### src/rtl/pipe_stage_fifo.sv
// ---------------------------------------------------------------------------
// pipe_stage_fifo
//
// Elastic inter-stage pipeline buffer (replaces a fixed single-entry F/D,
// D/E, E/M or M/W register). Holds up to DEPTH payloads of DATA_W bits in a
// circular array, with valid/ready handshakes on both sides, hazard-unit
// stall/flush, occupancy flags and a saturating count of flushed entries.
//
// Parameters
//   DATA_W  payload width in bits
//   DEPTH   number of entries (power of two, >= 2)
//   BYPASS  0: registered, 1-cycle latency
//           1: empty-buffer pass-through, 0-cycle latency
//
// Ports
//   clk        clock, all state updates on the rising edge
//   reset      synchronous active-low reset
//   in_valid   upstream payload valid
//   in_data    upstream payload
//   in_ready   buffer can accept this cycle (independent of out_ready)
//   out_valid  payload available downstream
//   out_data   head payload
//   out_ready  downstream accepts
//   stall      hazard stall, masks out_ready
//   flush      discard all held and incoming entries
//   count      current occupancy
//   full       count == DEPTH
//   empty      count == 0
//   drop_cnt   entries discarded by flush, saturating at 16'hFFFF
// ---------------------------------------------------------------------------
module pipe_stage_fifo #(
  parameter int unsigned DATA_W = 97,
  parameter int unsigned DEPTH  = 2,
  parameter int unsigned BYPASS = 0
) (
  input  logic                         clk,
  input  logic                         reset,
  input  logic                         in_valid,
  input  logic [DATA_W-1:0]            in_data,
  output logic                         in_ready,
  output logic                         out_valid,
  output logic [DATA_W-1:0]            out_data,
  input  logic                         out_ready,
  input  logic                         stall,
  input  logic                         flush,
  output logic [$clog2(DEPTH+1)-1:0]   count,
  output logic                         full,
  output logic                         empty,
  output logic [15:0]                  drop_cnt
);

  localparam int unsigned PTR_W = $clog2(DEPTH);
  localparam int unsigned CNT_W = $clog2(DEPTH + 1);

  logic [DATA_W-1:0] mem_q [DEPTH];

  logic [PTR_W-1:0]  wr_ptr_q, wr_ptr_d;
  logic [PTR_W-1:0]  rd_ptr_q, rd_ptr_d;
  logic [CNT_W-1:0]  count_q, count_d;
  logic [15:0]       drop_cnt_q, drop_cnt_d;

  logic              full_w, empty_w;
  logic              rdy, push, pop;
  logic              pass_thru, wr_en, rd_en;
  logic [16:0]       drop_sum;

  // -------------------------------------------------------------------------
  // Handshake and flags
  // -------------------------------------------------------------------------
  always_comb begin
    empty_w  = (count_q == '0);
    full_w   = (count_q == CNT_W'(DEPTH));
    in_ready = ~full_w & ~flush & reset;

    if (BYPASS != 0) begin
      out_valid = (~empty_w | in_valid) & ~flush & reset;
      out_data  = empty_w ? in_data : mem_q[rd_ptr_q];
    end else begin
      out_valid = ~empty_w & ~flush & reset;
      out_data  = mem_q[rd_ptr_q];
    end

    rdy  = out_ready & ~stall;
    push = in_valid & in_ready;
    pop  = out_valid & rdy;

    // With an empty bypass buffer, a pop can only consume the incoming
    // payload; it goes straight through and never touches storage.
    pass_thru = (BYPASS != 0) && empty_w && push && pop;
    wr_en     = push & ~pass_thru;
    rd_en     = pop & ~pass_thru;
  end

  // -------------------------------------------------------------------------
  // Next-state
  // -------------------------------------------------------------------------
  always_comb begin
    wr_ptr_d   = wr_ptr_q;
    rd_ptr_d   = rd_ptr_q;
    count_d    = count_q;
    drop_cnt_d = drop_cnt_q;
    drop_sum   = 17'(drop_cnt_q) + 17'(count_q);

    if (flush) begin
      wr_ptr_d   = '0;
      rd_ptr_d   = '0;
      count_d    = '0;
      drop_cnt_d = drop_sum[16] ? '1 : drop_sum[15:0];
    end else begin
      if (wr_en) begin
        wr_ptr_d = wr_ptr_q + PTR_W'(1);
      end
      if (rd_en) begin
        rd_ptr_d = rd_ptr_q + PTR_W'(1);
      end
      unique case ({wr_en, rd_en})
        2'b10:   count_d = count_q + CNT_W'(1);
        2'b01:   count_d = count_q - CNT_W'(1);
        default: count_d = count_q;
      endcase
    end
  end

  // -------------------------------------------------------------------------
  // State registers
  // -------------------------------------------------------------------------
  always_ff @(posedge clk) begin
    if (!reset) begin
      wr_ptr_q   <= '0;
      rd_ptr_q   <= '0;
      count_q    <= '0;
      drop_cnt_q <= '0;
    end else begin
      wr_ptr_q   <= wr_ptr_d;
      rd_ptr_q   <= rd_ptr_d;
      count_q    <= count_d;
      drop_cnt_q <= drop_cnt_d;
    end
  end

  // Storage carries no reset; wr_en already implies reset high and no flush.
  always_ff @(posedge clk) begin
    if (wr_en) begin
      mem_q[wr_ptr_q] <= in_data;
    end
  end

  assign count    = count_q;
  assign full     = full_w;
  assign empty    = empty_w;
  assign drop_cnt = drop_cnt_q;

endmodule

### config.mk
export PLATFORM = sky130hd
export DESIGN_NAME = pipe_stage_fifo
export DESIGN_NICKNAME = d
export VERILOG_FILES = /design/src/rtl/pipe_stage_fifo.sv
export SDC_FILE = /design/constraint.sdc
export NUM_CORES = 1
export LEC_CHECK = 0
export CORE_MARGIN = 2
export CORE_UTILIZATION = 25
export DETAILED_ROUTE_END_ITERATION = 12
export PLACE_DENSITY = 0.59
export SYNTH_ARGS = -nofsm -noshare
export SYNTH_HDL_FRONTEND = slang
export SYNTH_SLANG_ARGS = --single-unit
### constraint.sdc
create_clock -name clk -period 11.9 [get_ports clk]
set_input_delay 2.38 -clock clk [delete_from_list [all_inputs] [get_ports clk]]
set_output_delay 2.38 -clock clk [all_outputs]
set_load 0.05 [all_outputs]
==> reports/qor.yml <==
finish:
  n_antenna_cell: 0
  final_layout_size_suffix_gt1_share_pct: 21.2
  fillers: 3005
  area_delta_synth_final_pct: 42.0
  final_nets: 768
  final_cell_count_no_fill: 1080
outcome:
  status: "finished clean"
cts:
  cts_setup_buffers: 0
  cts_buffers: 24
  cts_tree: "yes"
  clkTransAtPathRegs_ns: 0.06
  cts_hold_buffers: 0
  clock_latency_ns: 0.51
  cts-resized-gates: 0
  clockBufferDepth: 3
  clockRootBuffer: "clkbuf_16"
  cts_max_level: 1
  cts_sinks: 215
detailed_routing:
  finalWirelength_um: 17800
  drtPass1Iterations: 4
  viasPerCell: 4.21
  drtIter0Drc: 138
  vias: 4542
  antenna_left: 0
  wl_per_cell_um: 16.5
  drc: 0
grt:
  overflow: 0
  grt_max_degree: 66
  grtUsageTotal_pct: 10.1
  grt_antenna_before_repair: 0
  grt_pass1_vias: 4722
  grt_pass1_wl_um: 26700
synthesis:
  synthesis.nets: 534
  ys_ff_latch: 215
  syn_area_per_cell_um2: 19.0
  syn_area_um2: 8110
  ys_warn_count: 0
  synthCells: 427
  synth_edf_count: 194
  synthDistinctLibCells: 39
  yosysSeqAreaShare_pct: 77.0
  synthArstFlopShare_pct: 0
  synth_ff_type: "edfxtp_1"
worst_hold_path:
  min_delay_path_depth: 2
  hold_start: "rd_ptr_q"
  holdCritPathClass: "register to register"
power:
  total_power_w: 0.00164
  max-vdd-ir-drop_v: 0.000104
  power.density_nw_per_um2: 142
  cellLeakagePower_nw: 3.74
sta:
  finClkSkew_ns: 0.0205
  setup_violations: 0
  relSlewSlack_pct: 31.8
  setup_tns_ns: 0
  max_freq_ghz: 0.150
  layout_min_cycle_time_ns: 6.68
  maxSlewViolCount: 0
  hold_ws_ns: 0.519
  hold_violations: 0
  fin_ws_ns: 5.22
  rsz0062_at_grt: "false"
  period_share_pct: 56.2
  tightest_slew_ns: 1.02
setup_path:
  reg2reg_depth: 4
  path_class: "primary input to primary output"
  crit_path_max_fanout: 17
  critPathLaunch: "reset"
  critPathLaunchType: "primary input"
  critical_path_arrival_ns: 4.30
  crit_required_ns: 9.52
  regToRegStartpoint: "count[1]"
  cp-end-kind: "primary output"
floorplan:
  fp.dieW_um: 184
  core_area_um2: 31700
  dieArea_um2: 33900
  io_pins: 222
  row_count: 65
  die_h_um: 184
  start_util_pct: 25.6
placed_design:
  dpl.hpwl_um: 11400
  dp_cells: 1037
  portBuffers: 221
  gp_congestion: 0.765
  pre_cts_ws_ns: 5.22
run:
  drv_cap: 0
==> area by class of cell <==
class	count	area (um2)	share of cell area, %
sequential	215	6250	54.3
timing repair buffer	224	2230	19.4
multi-input combinational	189	1770	15.4
clock buffer	35	693	6.02
tap	402	503	4.37
clock inverter	8	42.5	0.369
inverter	7	26.3	0.228
==> per-layer routing <==
metal | vias up | wire (um) | global-route usage [%]
li1 | 2129 | - | -
met4 | 0 | 413 | 2.85
met5 | - | 0 | 0
met3 | 24 | 1610 | 4.09
met2 | 156 | 8060 | 16.1
met1 | 2233 | 7730 | 12.7
==> final timing paths <==
path	endpoint	slack, ns
max	in_ready	5.22
min	rd_ptr_q	0.52
max reg2reg	mem_q[1][59]	8.64
min reg2reg	rd_ptr_q	0.52
==> cell usage after synthesis, drive strengths merged (5+ instances only) <==
cell type    n  area share [%]
a21boi      13             1.2
inv          7            0.32
edfxtp     194              72
nand2        7            0.32
nand4        5            0.57
nor3         5            0.37
o21ai        5            0.31
xnor2       10             1.2
clkbuf       7            0.32
dfxtp       21             5.2
buf          9            0.71
mux2        97              13
nor2        11            0.51
==> flip-flops by register name, summed over array words and instances, names as in the netlist, named ones only <==
register and flops:
count 2, wr_ptr_q 1, mem_q 194, drop_cnt 16, rd_ptr_q 1
==> power breakdown <==
part | leakage, nW | total [W] | internal [W] | switching [W]
sequential | 1.93 | 0.000839 | 0.000836 | 0.00000276
clock | 0.359 | 0.000685 | 0.000402 | 0.000283
combinational | 1.45 | 0.000118 | 0.0000551 | 0.0000629
==> layout by cell type, fill, tap and decap left out, drive strengths merged <==
cell type      count
or3b               1
a21o               2
nor2b              1
edfxtp           194
a21boi            13
nor4               4
a21oi              4
or3                2
xor2               2
clkinvlp           1
dfxtp             21
inv                7
nand4b             1
clkinv             7
nor3               5
a31oi              1
buf                3
mux2              97
fa                 1
ha                 3
nand2b             2
nand4              5
clkdlybuf4s50    221
and3               3
nand2              7
nand3b             1
and3b              1
xnor2             10
and2               1
a41o               1
clkbuf            35
o21ai              5
nand3              3
mux2i              1
a31o               1
nor2              11
==> cell families after synthesis <==
group / count (synthesis) / share of synthesized area [%]
AO/OA/AOI/OAI: 27 / 2.25
XOR/XNOR: 12 / 1.39
adder cells (fa/ha/maj): 4 / 0.710
buffers and inverters: 23 / 1.36
flip-flops: 215 / 77.0
multiplexers: 98 / 13.6
AND/OR/NAND/NOR: 48 / 3.70
==> per-stage QoR <==
step / utilization, % / cell area [um2]
2_1_floorplan: - / 8110
3_3_place_gp: 34.0 / 10800
3_5_place_dp: 34.0 / 10800
4_1_cts: 36.3 / 11500
5_1_grt: 36.3 / 11500
6_report: 36.3 / 11500
==> critical path: stages <==
cell	delay (ns)
clkdlybuf4s50_1	0.83
nand2b_4	0.16
nor2_1	0.13
clkdlybuf4s50_1	0.81
No activity file was read; power rests on OpenSTA's default activity.
